`src/rtl/fnd_scan_controller.sv`:
```
// Four-digit multiplexed FND driver: scan prescaler, once-per-frame 14-bit to BCD conversion, registered active-low pins.
// Outputs change one cycle after a scan tick; no backpressure, i_value is sampled only at frame start.
module fnd_scan_controller #(
    parameter int SCAN_DIV        = 100_000,
    parameter bit LEAD_ZERO_BLANK = 1'b0
) (
    input  logic        i_clk,
    input  logic        i_reset,
    input  logic        i_enable,
    input  logic [13:0] i_value,
    output logic [3:0]  o_fnd_com,
    output logic [7:0]  o_fnd_font,
    output logic        o_overflow,
    output logic        o_busy
);

    localparam int            PW      = $clog2(SCAN_DIV);
    localparam logic [PW-1:0] PS_LAST = PW'(SCAN_DIV - 1);

    typedef enum logic [1:0] {
        S_IDLE    = 2'd0,
        S_CONVERT = 2'd1,
        S_COMMIT  = 2'd2
    } state_t;

    logic [PW-1:0] ps_cnt;
    logic [1:0]    digit_idx;
    logic [1:0]    digit_idx_nxt;
    logic          scan_tick;
    logic          frame_start;

    state_t        state_q;
    state_t        state_d;
    logic [3:0]    bit_cnt;
    logic [13:0]   bin_sh;
    logic [15:0]   bcd_sh;
    logic [15:0]   bcd_adj;
    logic          ovf_lat;
    logic [15:0]   disp_bcd;

    logic          val_over;
    logic [13:0]   val_clamped;
    logic [3:0]    sel_digit;
    logic          upper_zero;
    logic [7:0]    sel_font;

    function automatic logic [7:0] seg_font(input logic [3:0] d);
        case (d)
            4'd0:    seg_font = 8'hC0;
            4'd1:    seg_font = 8'hF9;
            4'd2:    seg_font = 8'hA4;
            4'd3:    seg_font = 8'hB0;
            4'd4:    seg_font = 8'h99;
            4'd5:    seg_font = 8'h92;
            4'd6:    seg_font = 8'h82;
            4'd7:    seg_font = 8'hF8;
            4'd8:    seg_font = 8'h80;
            4'd9:    seg_font = 8'h90;
            default: seg_font = 8'hFF;
        endcase
    endfunction

    assign scan_tick     = i_enable && (ps_cnt == PS_LAST);
    assign frame_start   = scan_tick && (digit_idx == 2'd3);
    assign digit_idx_nxt = digit_idx + 2'd1;

    always_ff @(posedge i_clk or posedge i_reset) begin
        if (i_reset) begin
            ps_cnt    <= '0;
            digit_idx <= '0;
        end else if (!i_enable) begin
            ps_cnt    <= '0;
            digit_idx <= '0;
        end else if (scan_tick) begin
            ps_cnt    <= '0;
            digit_idx <= digit_idx_nxt;
        end else begin
            ps_cnt    <= ps_cnt + 1'b1;
        end
    end

    // Conversion FSM: state register / next state / outputs
    always_ff @(posedge i_clk or posedge i_reset) begin
        if (i_reset) state_q <= S_IDLE;
        else         state_q <= state_d;
    end

    always_comb begin
        state_d = state_q;
        case (state_q)
            S_IDLE:    if (frame_start) state_d = S_CONVERT;
            S_CONVERT: if (bit_cnt == 4'd13) state_d = S_COMMIT;
            S_COMMIT:  state_d = S_IDLE;
            default:   state_d = S_IDLE;
        endcase
    end

    always_comb begin
        o_busy = (state_q != S_IDLE);
    end

    assign val_over    = (i_value > 14'd9999);
    assign val_clamped = val_over ? 14'd9999 : i_value;

    always_comb begin
        bcd_adj = bcd_sh;
        for (int n = 0; n < 4; n++) begin
            if (bcd_sh[n*4 +: 4] >= 4'd5) bcd_adj[n*4 +: 4] = bcd_sh[n*4 +: 4] + 4'd3;
        end
    end

    // Display regs change only in COMMIT, so a frame never mixes old and new digits
    always_ff @(posedge i_clk or posedge i_reset) begin
        if (i_reset) begin
            bin_sh     <= '0;
            bcd_sh     <= '0;
            bit_cnt    <= '0;
            ovf_lat    <= 1'b0;
            disp_bcd   <= '0;
            o_overflow <= 1'b0;
        end else begin
            case (state_q)
                S_IDLE: begin
                    if (frame_start) begin
                        bin_sh  <= val_clamped;
                        ovf_lat <= val_over;
                        bcd_sh  <= '0;
                        bit_cnt <= '0;
                    end
                end
                S_CONVERT: begin
                    bcd_sh  <= {bcd_adj[14:0], bin_sh[13]};
                    bin_sh  <= {bin_sh[12:0], 1'b0};
                    bit_cnt <= bit_cnt + 4'd1;
                end
                S_COMMIT: begin
                    disp_bcd   <= bcd_sh;
                    o_overflow <= ovf_lat;
                end
                default: ;
            endcase
        end
    end

    always_comb begin
        sel_digit = disp_bcd[{digit_idx_nxt, 2'b00} +: 4];
        case (digit_idx_nxt)
            2'd1:    upper_zero = (disp_bcd[15:4]  == 12'd0);
            2'd2:    upper_zero = (disp_bcd[15:8]  == 8'd0);
            2'd3:    upper_zero = (disp_bcd[15:12] == 4'd0);
            default: upper_zero = 1'b0;
        endcase
        sel_font = (LEAD_ZERO_BLANK && upper_zero) ? 8'hFF : seg_font(sel_digit);
    end

    // Pins are loaded from the digit the tick is about to select
    always_ff @(posedge i_clk or posedge i_reset) begin
        if (i_reset) begin
            o_fnd_com  <= 4'b1111;
            o_fnd_font <= 8'hFF;
        end else if (!i_enable) begin
            o_fnd_com  <= 4'b1111;
            o_fnd_font <= 8'hFF;
        end else if (scan_tick) begin
            o_fnd_com  <= ~(4'b0001 << digit_idx_nxt);
            o_fnd_font <= sel_font;
        end
    end

    scan_slot_fits: assert property (@(posedge i_clk) disable iff (i_reset)
        !(scan_tick && (state_q != S_IDLE)))
        else $error("fnd_scan_controller: BCD conversion overran a scan slot, SCAN_DIV=%0d must be >= 16", SCAN_DIV);

endmodule

```
`config.mk`:
```
export PLATFORM = sky130hd
export DESIGN_NAME = fnd_scan_controller
export DESIGN_NICKNAME = d
export VERILOG_FILES = /design/src/rtl/fnd_scan_controller.sv
export SDC_FILE = /design/constraint.sdc
export NUM_CORES = 1
export LEC_CHECK = 0
export CORE_UTILIZATION = 63
export DETAILED_ROUTE_END_ITERATION = 10
export GPL_ROUTABILITY_DRIVEN = 1
export PLACE_DENSITY = 0.82
export REMOVE_ABC_BUFFERS = 1
export SETUP_SLACK_MARGIN = 0.3
export SYNTH_ARGS = -nofsm -noshare
export SYNTH_HDL_FRONTEND = slang
export SYNTH_SLANG_ARGS = --single-unit
```
`constraint.sdc`:
```
create_clock -name i_clk -period 7.5 [get_ports i_clk]
set_input_delay 1.125 -clock i_clk [delete_from_list [all_inputs] [get_ports i_clk]]
set_output_delay 1.125 -clock i_clk [all_outputs]
set_load 0.03 [all_outputs]
```
Yosys cells after proc, flatten, opt, wreduce, memory -nomap -nowiden
Memory sizes are Yosys's and may differ from the RTL's.
Index checks and enable logic that the tools add are counted.
{ "word_totals": {"register_bits": 85, "mem_bits_ro": 112, "n_memories": 1, "output_inout_bits": 14} }
{ "classes": {"bitwise_logic": 1, "n_shift": 2, "addsub": 7, "reduce_logical": 8, "n_lt_le_gt_ge": 5, "n_eq_ne": 8, "mux": 22} }
{ "mem_list": {"columns": ["name", "depth", "word_bits", "rd", "rd_clocked_by_memory_dff", "write_ports", "line", "text"], "rows": [
  ["(no name shown)", 16, 7, 1, 0, 0, "48", "case (d)"]
]} }
{ "op_table": {"columns": ["cell", "count"], "rows": [
  ["$mux W17", 2],
  ["$pmux W16 S2", 1],
  ["$mux W14", 2],
  ["$pmux W14 S2", 1],
  ["$mux W4", 6],
  ["$add A17 B1 Y17 const B", 1],
  ["$eq A17 B17 Y1 const B", 1],
  ["$ge A4 B3 Y1 const B", 4],
  ["$mux W16", 1],
  ["$mux W8", 2],
  ["$shiftx A16 B5 Y4", 1],
  ["$gt A14 B14 Y1 const B", 1],
  ["$add A4 B2 Y4 const B", 3],
  ["$mux W2", 4],
  ["$pmux W4 S2", 1],
  ["$reduce_and A2 Y1", 3],
  ["$add A4 B1 Y4 const B", 1],
  ["$eq A2 B2 Y1 const B", 2],
  ["$eq A4 B4 Y1 const B", 1],
  ["$ne A2 B2 Y1 const B", 2],
  ["$not A4 Y4", 1],
  ["$pmux W2 S2", 1],
  ["$reduce_bool A2 Y1", 2],
  ["$shl A1 B2 Y4 const A", 1],
  ["7 further kinds", 8]
]} }

Depth between registers and ports, before layout
{ "depth": {"depth_word": 5, "depth_mapped": 10, "mapped_depth_nobuf": 9} }

Least setup slack after synthesis
Ideal clock, no wire load.
{ "synth_path": {"path_type": "register to register", "from": "register digit_idx[0]", "to": "register o_fnd_font[3]", "n_path_buf": 1, "required_ns": 7.423, "t_arrival_ns": 2.308, "path_stages_with_launch": 10, "synth_period_minus_slack_ns": 2.385, "setup_slack_ns": 5.115, "path_cell_list": "dfrtp_1 -> inv_1 -> ha_1 -> buf_2 -> mux4_2 -> inv_1 -> ha_1 -> a211oi_1 -> nor2_1 -> a31oi_1"} }
{ "synth_via": {"elab_chain_len": 5} }
{ "synth_lines": {"columns": ["item", "line", "text"], "rows": [
  ["start, declared", "27", "logic [1:0] digit_idx;"],
  ["start signal, assigned", "76", "digit_idx <= digit_idx_nxt;"],
  ["$add A2 B1 Y2", "65", "assign digit_idx_nxt = digit_idx + 2'd1;"],
  ["$shiftx A16 B5 Y4", "146", "sel_digit = disp_bcd[{digit_idx_nxt, 2'b00} +: 4];"],
  ["$mem_v2 Z16 W7", null, null],
  ["$mux W8", "164", "end else if (scan_tick) begin"],
  ["$mux W8", "161", "end else if (!i_enable) begin"],
  ["end signal, assigned", "166", "o_fnd_font <= sel_font;"],
  ["end, declared", "12", "output logic [7:0] o_fnd_font,"]
]} }
Every way passes these cells. The select of a mux whose other input is x is not followed.
A chain may end at the register's enable or synchronous reset.

Worst setup path after layout
{ "layout_path": {"from": "input port i_enable", "to": "register bit_cnt[2]"} }
{ "layout_via": {"elab_chain_len": 4} }
{ "layout_lines": {"columns": ["item", "line", "text"], "rows": [
  ["start, declared", "9", "input logic i_enable,"],
  ["$logic_and A1 B1 Y1", "63", "assign scan_tick = i_enable && (ps_cnt == PS_LAST);"],
  ["$logic_and A1 B1 Y1", "64", "assign frame_start = scan_tick && (digit_idx == 2'd3);"],
  ["$ne A2 B2 Y1 (no source line)", null, null],
  ["$reduce_and A2 Y1 (no source line)", null, null],
  ["end signal, assigned", "134", "bit_cnt <= bit_cnt + 4'd1;"],
  ["end, declared", "34", "logic [3:0] bit_cnt;"]
]} }
Every way passes these cells.

==> run summary <==
Status -> finished, violations left
Failing checks -> design-rule violations
Die Ht -> 84.83 um
Critical Path End Type -> flop
Hold_buf cts -> 0
Global-route wire length before repair -> 14.43 mm
Worst EP required -> 7.73 ns
Share of the synthesized area in the top cell type -> 0.4227
GRT Resource Usage Total -> 0.2545
Num CTS Buffers -> 9
Clock-pin slew on the worst setup and hold paths -> 0.08 ns
Vias in the first global route -> 3136
DR top layer -> met4
Main flop type after synthesis -> dfrtp_1
Synth-to-Final Area Change -> 12.13%
Setup TNS Final -> 0 ns
# DRC -> 4
WS Path Type -> in -> reg
Most numerous cell in the Yosys netlist -> dfrtp_1
Post_cts resized -> 0
Setup slack at placement -> 3.647 ns
Final worst-path cycle share -> 0.4663
Max VDD drop -> 115.8 uV
Number of antenna violations at the first check in global routing -> 0
DR pass1 iterations -> 8
Yosys cell types -> 54
Final number of hold-violating endpoints -> 0
Fmax -> 285.9 MHz
Die area -> 7195 um^2
Ys Warns -> 0
Pwr per Cell Area -> 165.3 nW/um^2
Clk buf depth -> 2
Start of the worst register-to-register path -> digit_idx[0]$_DFFE_PP0P_
Vias/cell -> 6.009
Largest cells by area after synthesis -> dfrtp_1 42%, dfstp_2 6.7%, ha_1 5.8%, nor2_1 3.6%, nand2_1 3.4%
Placed standard-cell area -> 4652 um^2
Crit Path Max Fanout -> 22
Commonest cells post-synth -> 73 x dfrtp_1, 41 x nor2_1, 39 x nand2_1
Drt total wl -> 8.177 mm
H-tree levels -> 3
Max-cap viol count -> 0
Max Slew Vio Count -> 0
Met1 wire length -> 3.727 mm
Post-synth EDFFs -> 0
PnR worst setup slack -> 4.003 ns
Clk Latency, worst-skew pair -> 0.34 ns
DP HPWL -> 5.769 mm
WL per Instance -> 15.46 um
Inserted Diodes -> 0
Starting density of the core -> 0.6654
Ys async rst share -> 1.000
Core region area -> 6495 um^2
PortBufs -> 29
Post-CTS Setup Inserts -> 0
Die width -> 84.83 um
Final ANT Viol Nets -> 0
Synthesized area -> 4322 um^2
Clk_skew -> 0.007368 ns
Met2 WL -> 4.057 mm
Wire length on met3 -> 261 um
Post-route minimum period -> 3.497 ns
Critical Path AT -> 3.72 ns
Io pins -> 31
Worst-Margin Slew -> 0.8438 ns
Leak -> 2.117 nW
Share of cells above drive strength 1 -> 0.1150
CP Launch Point -> i_enable
# setup viols final -> 0
Post-Syn Area per Cell -> 10.27 um^2
CTS sink count -> 84
Hold crit path type -> reg -> reg
Gate Count Post-Synth -> 421
RSZ-0062 raised after global routing -> false
Cell taking the most area after synthesis -> dfrtp_1
Pin count of the biggest net entering global routing -> 57
GPL Wtd Cong -> 0.8211
Rel. slew slack -> 0.4361
Post-synthesis sequential area ratio -> 0.4896
Post-Layout Cell Count -> 529
Via Count -> 3179
Root buf cell -> clkbuf_8
Site Rows -> 29
Grt ovf -> 0
CTS tree -> done
Fin area -> 4846 um^2
Min-delay src -> ps_cnt[0]$_DFF_PP0_
DR iter-0 viols -> 151
Nets -> 484
Post-synthesis register bit count -> 84
Dpl cells -> 513
Startpoint class of the critical path -> input port
## routing by layer
layer  track usage  vias up
met2        0.4220       66
li1              -     1527
met3       0.03891       11
met4        0.1048        0
met1        0.3393     1575
met5             0        -
## layout make-up
class	count	area, um^2
Sequential cell	84	2116
Tap cell	77	96.34
Multi-Input combinational cell	298	2043
Fill cell	465	1649
Inverter	22	83.83
Timing Repair Buffer	32	312.8
Clock buffer	12	145.1
Clock inverter	4	48.80
## flip-flops by register name, indices dropped and copies added, names as in the netlist, 4 cells and up
register    cells
bcd_sh         16
bin_sh         14
bit_cnt         4
disp_bcd       16
o_fnd_com       4
o_fnd_font      7
ps_cnt         17
## final timing paths
path                       depth (start not counted)  slack [ns]                   endpoint
max in group asynchronous                          3        5.34     bit_cnt[0]$_DFFE_PP0P_
max                                                5        4.00     bit_cnt[2]$_DFFE_PP0P_
min                                                1        0.48        ps_cnt[0]$_DFF_PP0_
min in group asynchronous                          2        1.10   digit_idx[1]$_DFFE_PP0P_
min reg2reg                                        1        0.48        ps_cnt[0]$_DFF_PP0_
max reg2reg                                        8        4.86  o_fnd_font[3]$_DFFE_PP1P_
## placed cells by master, fill, tap and decap left out, drive strengths merged, types with 5 or more instances in the layout
cell type and count:
o21a 7, nor3b 8, clkdlybuf4s50 29, nor3 5, nand2 41, nand4 5
clkbuf 12, xnor2 14, o2bb2ai 10, nand2b 5, xor2 9, dfrtp 73
nand3 20, o211ai 6, a21oi 20, ha 20, mux2 10, dfstp 11
nor2 42, o22ai 11, o21ai 18, a31oi 5, inv 21
## power by group
| part | internal [mW] | switching (mW) |
|---|---|---|
| sequential | 0.454 | 0.00146 |
| combinational | 0.0109 | 0.0174 |
| clock | 0.163 | 0.154 |
| total | 0.628 | 0.173 |
## cell families after synthesis
| group | Yosys count | synth area share |
|---|---|---|
| AND/OR/NAND/NOR | 145 | 0.1714 |
| adder cells (fa/ha/maj) | 20 | 0.05790 |
| flip-flops | 84 | 0.4896 |
| buffers and inverters | 39 | 0.03764 |
| AO/OA/AOI/OAI | 92 | 0.1422 |
| multiplexers | 17 | 0.05385 |
| XOR/XNOR | 23 | 0.04661 |
| other | 1 | 0.0008677 |
## worst max-delay path, stage by stage
cell             delay, ns
clkdlybuf4s50_1       0.88
nand3_1               0.43
nor3_4                0.73
nor2_2                0.21
a211o_1               0.34
## through the flow
step	utilization	power [mW]	hold slack, ns
2_1_floorplan	-	0.4777	0.4446
3_3_place_gp	0.7162	0.4929	0.4607
3_5_place_dp	0.7162	0.4931	0.4688
4_1_cts	0.7461	0.8080	0.4815
5_1_grt	0.7461	0.8265	0.4917
6_report	0.7461	0.8010	0.4815
(Power assumes the default switching activity.)
==> patch (same flow settings) <==
Encoding of `state_t`: now one-hot (3 bits for 3 states).
--- a/src/rtl/fnd_scan_controller.sv
+++ b/src/rtl/fnd_scan_controller.sv
@@ -18,8 +18,8 @@
     localparam logic [PW-1:0] PS_LAST = PW'(SCAN_DIV - 1);
 
-    typedef enum logic [1:0] {
-        S_IDLE    = 2'd0,
-        S_CONVERT = 2'd1,
-        S_COMMIT  = 2'd2
+    typedef enum logic [2:0] {
+        S_IDLE    = 3'b001,
+        S_CONVERT = 3'b010,
+        S_COMMIT  = 3'b100
     } state_t;
 
Behaviour: same outputs for any inputs over 10 cycles, from zero or initial values and one cycle with i_reset high; not proved beyond that.
==> patch against the unedited design <==
Setup slack improved by 280 ps; synthesized area increased by 0.69%; synthesized cell count decreased by 2.1%; sequential cell count increased by 1; worst hold slack improved by 4.5 ps; total power increased by 2.9%; cell count decreased by 1.5%; wire length increased by 1.5%; sequential share of layout area about the same; combinational power decreased by 7%; core utilization increased by 0.89 points; cell area increased by 1.2%; non-clock buffer count increased by 1; critical path type unchanged; highest routed layer unchanged.
==> patch: results (changes against the unedited design) <==
\begin{tabular}{lr}
\hline
Metric & Value \\
\hline
\multicolumn{2}{l}{\textbf{Run status}} \\
\quad Run status & complete, no violations \\
\multicolumn{2}{l}{\textbf{Pwr}} \\
\quad Net switching power & 0.183 mW (+5.7\%) \\
\quad Static leakage & 2.23 nW (+5.4\%) \\
\quad Combinational fraction of design power & 3.2\% (-0.3 points) \\
\multicolumn{2}{l}{\textbf{Synth}} \\
\quad Register bit total from synthesis & 85 (+1.2\%) \\
\quad Synthesized area divided by synthesized cell count & 10.6 sq um (+2.9\%) \\
\quad Ranking of synthesized cells by instance count & 73 x dfrtp\_1, 42 x nor2\_1, 32 x nand2\_1 \\
\quad Number of distinct standard cells referenced by the synthesized netlist & 56 (+3.7\%) \\
\quad Multiplexer share of the synthesized area & 7.53\% (+2.1 points) \\
\quad Post-synthesis xor/xnor area fraction & 4.83\% (+0.17 points) \\
\multicolumn{2}{l}{\textbf{Global route}} \\
\quad Met3 Track Usage GR & 5.84\% (+1.9 points) \\
\quad Global-route track usage on met2 & 42.5\% (+0.32 points) \\
\multicolumn{2}{l}{\textbf{Placed design}} \\
\quad DP Worst Slack & 3920 ps (+270 ps) \\
\quad Post-placement cell count & 505 (-1.6\%) \\
\quad Post-DP HPWL & 5600 microns (-2.9\%) \\
\multicolumn{2}{l}{\textbf{Final layout}} \\
\quad Fraction of layout cells with a size suffix above 1 & 15.1\% (+3.6 points) \\
\quad Final Net Count & 476 (-1.7\%) \\
\multicolumn{2}{l}{\textbf{Drt}} \\
\quad Metal3 WL & 356 microns (+36\%) \\
\quad First-pass iteration count of the detailed router & 4 (-4) \\
\quad Total vias in the final route & 3,134 (-1.4\%) \\
\quad DRC violations left & 0 (-4) \\
\quad Routed length on met1 & 3740 microns (+0.24\%) \\
\multicolumn{2}{l}{\textbf{Timing}} \\
\quad Least-Margin Pin Slew & 1070 ps (+230 ps) \\
\quad Post-route fraction of the period consumed by the critical path & 42.9\% (-3.8 points) \\
\multicolumn{2}{l}{\textbf{Setup path}} \\
\quad R2R Setup Slk & 4730 ps (-130 ps) \\
\quad Crit Path Max Fanout & 36 (+64\%) \\
\multicolumn{2}{l}{\textbf{CTS}} \\
\quad Latest clock arrival within the worst-skew pair & 360 ps (+20 ps) \\
\hline
\end{tabular}
patch: cell type report:
class | instances | area, sq um
fillers | 438 | 1590
inverters | 22 | 83.8
well taps | 77 | 96.3
multi-input cells | 288 | 2050
clock inverters | 5 | 58.8
repair buffers | 33 | 320
flip-flops and latches | 85 | 2140
clock buffers | 11 | 151
patch: worst min-delay path by stage:
stage,endpoint,cells past startpoint,from,slack [ps]
6_report,o_fnd_font[4],2,o_fnd_font[4],490
5_1_grt,disp_bcd[0],1,disp_bcd[0],530
4_1_cts,o_fnd_font[4],2,o_fnd_font[4],490
3_5_place_dp,ps_cnt[0],1,ps_cnt[0],480
3_3_place_gp,bcd_sh[0],2,bin_sh[13],470
2_1_floorplan,bcd_sh[0],2,bin_sh[13],450
patch: worst reg2reg max path, stage by stage, from the launching register on:
cell,delay [ps]
dfrtp_1,520
inv_1,150
ha_1,470
mux4_1,700
inv_1,150
ha_1,260
a211oi_1,230
nor3_1,70
o21ai_0,170
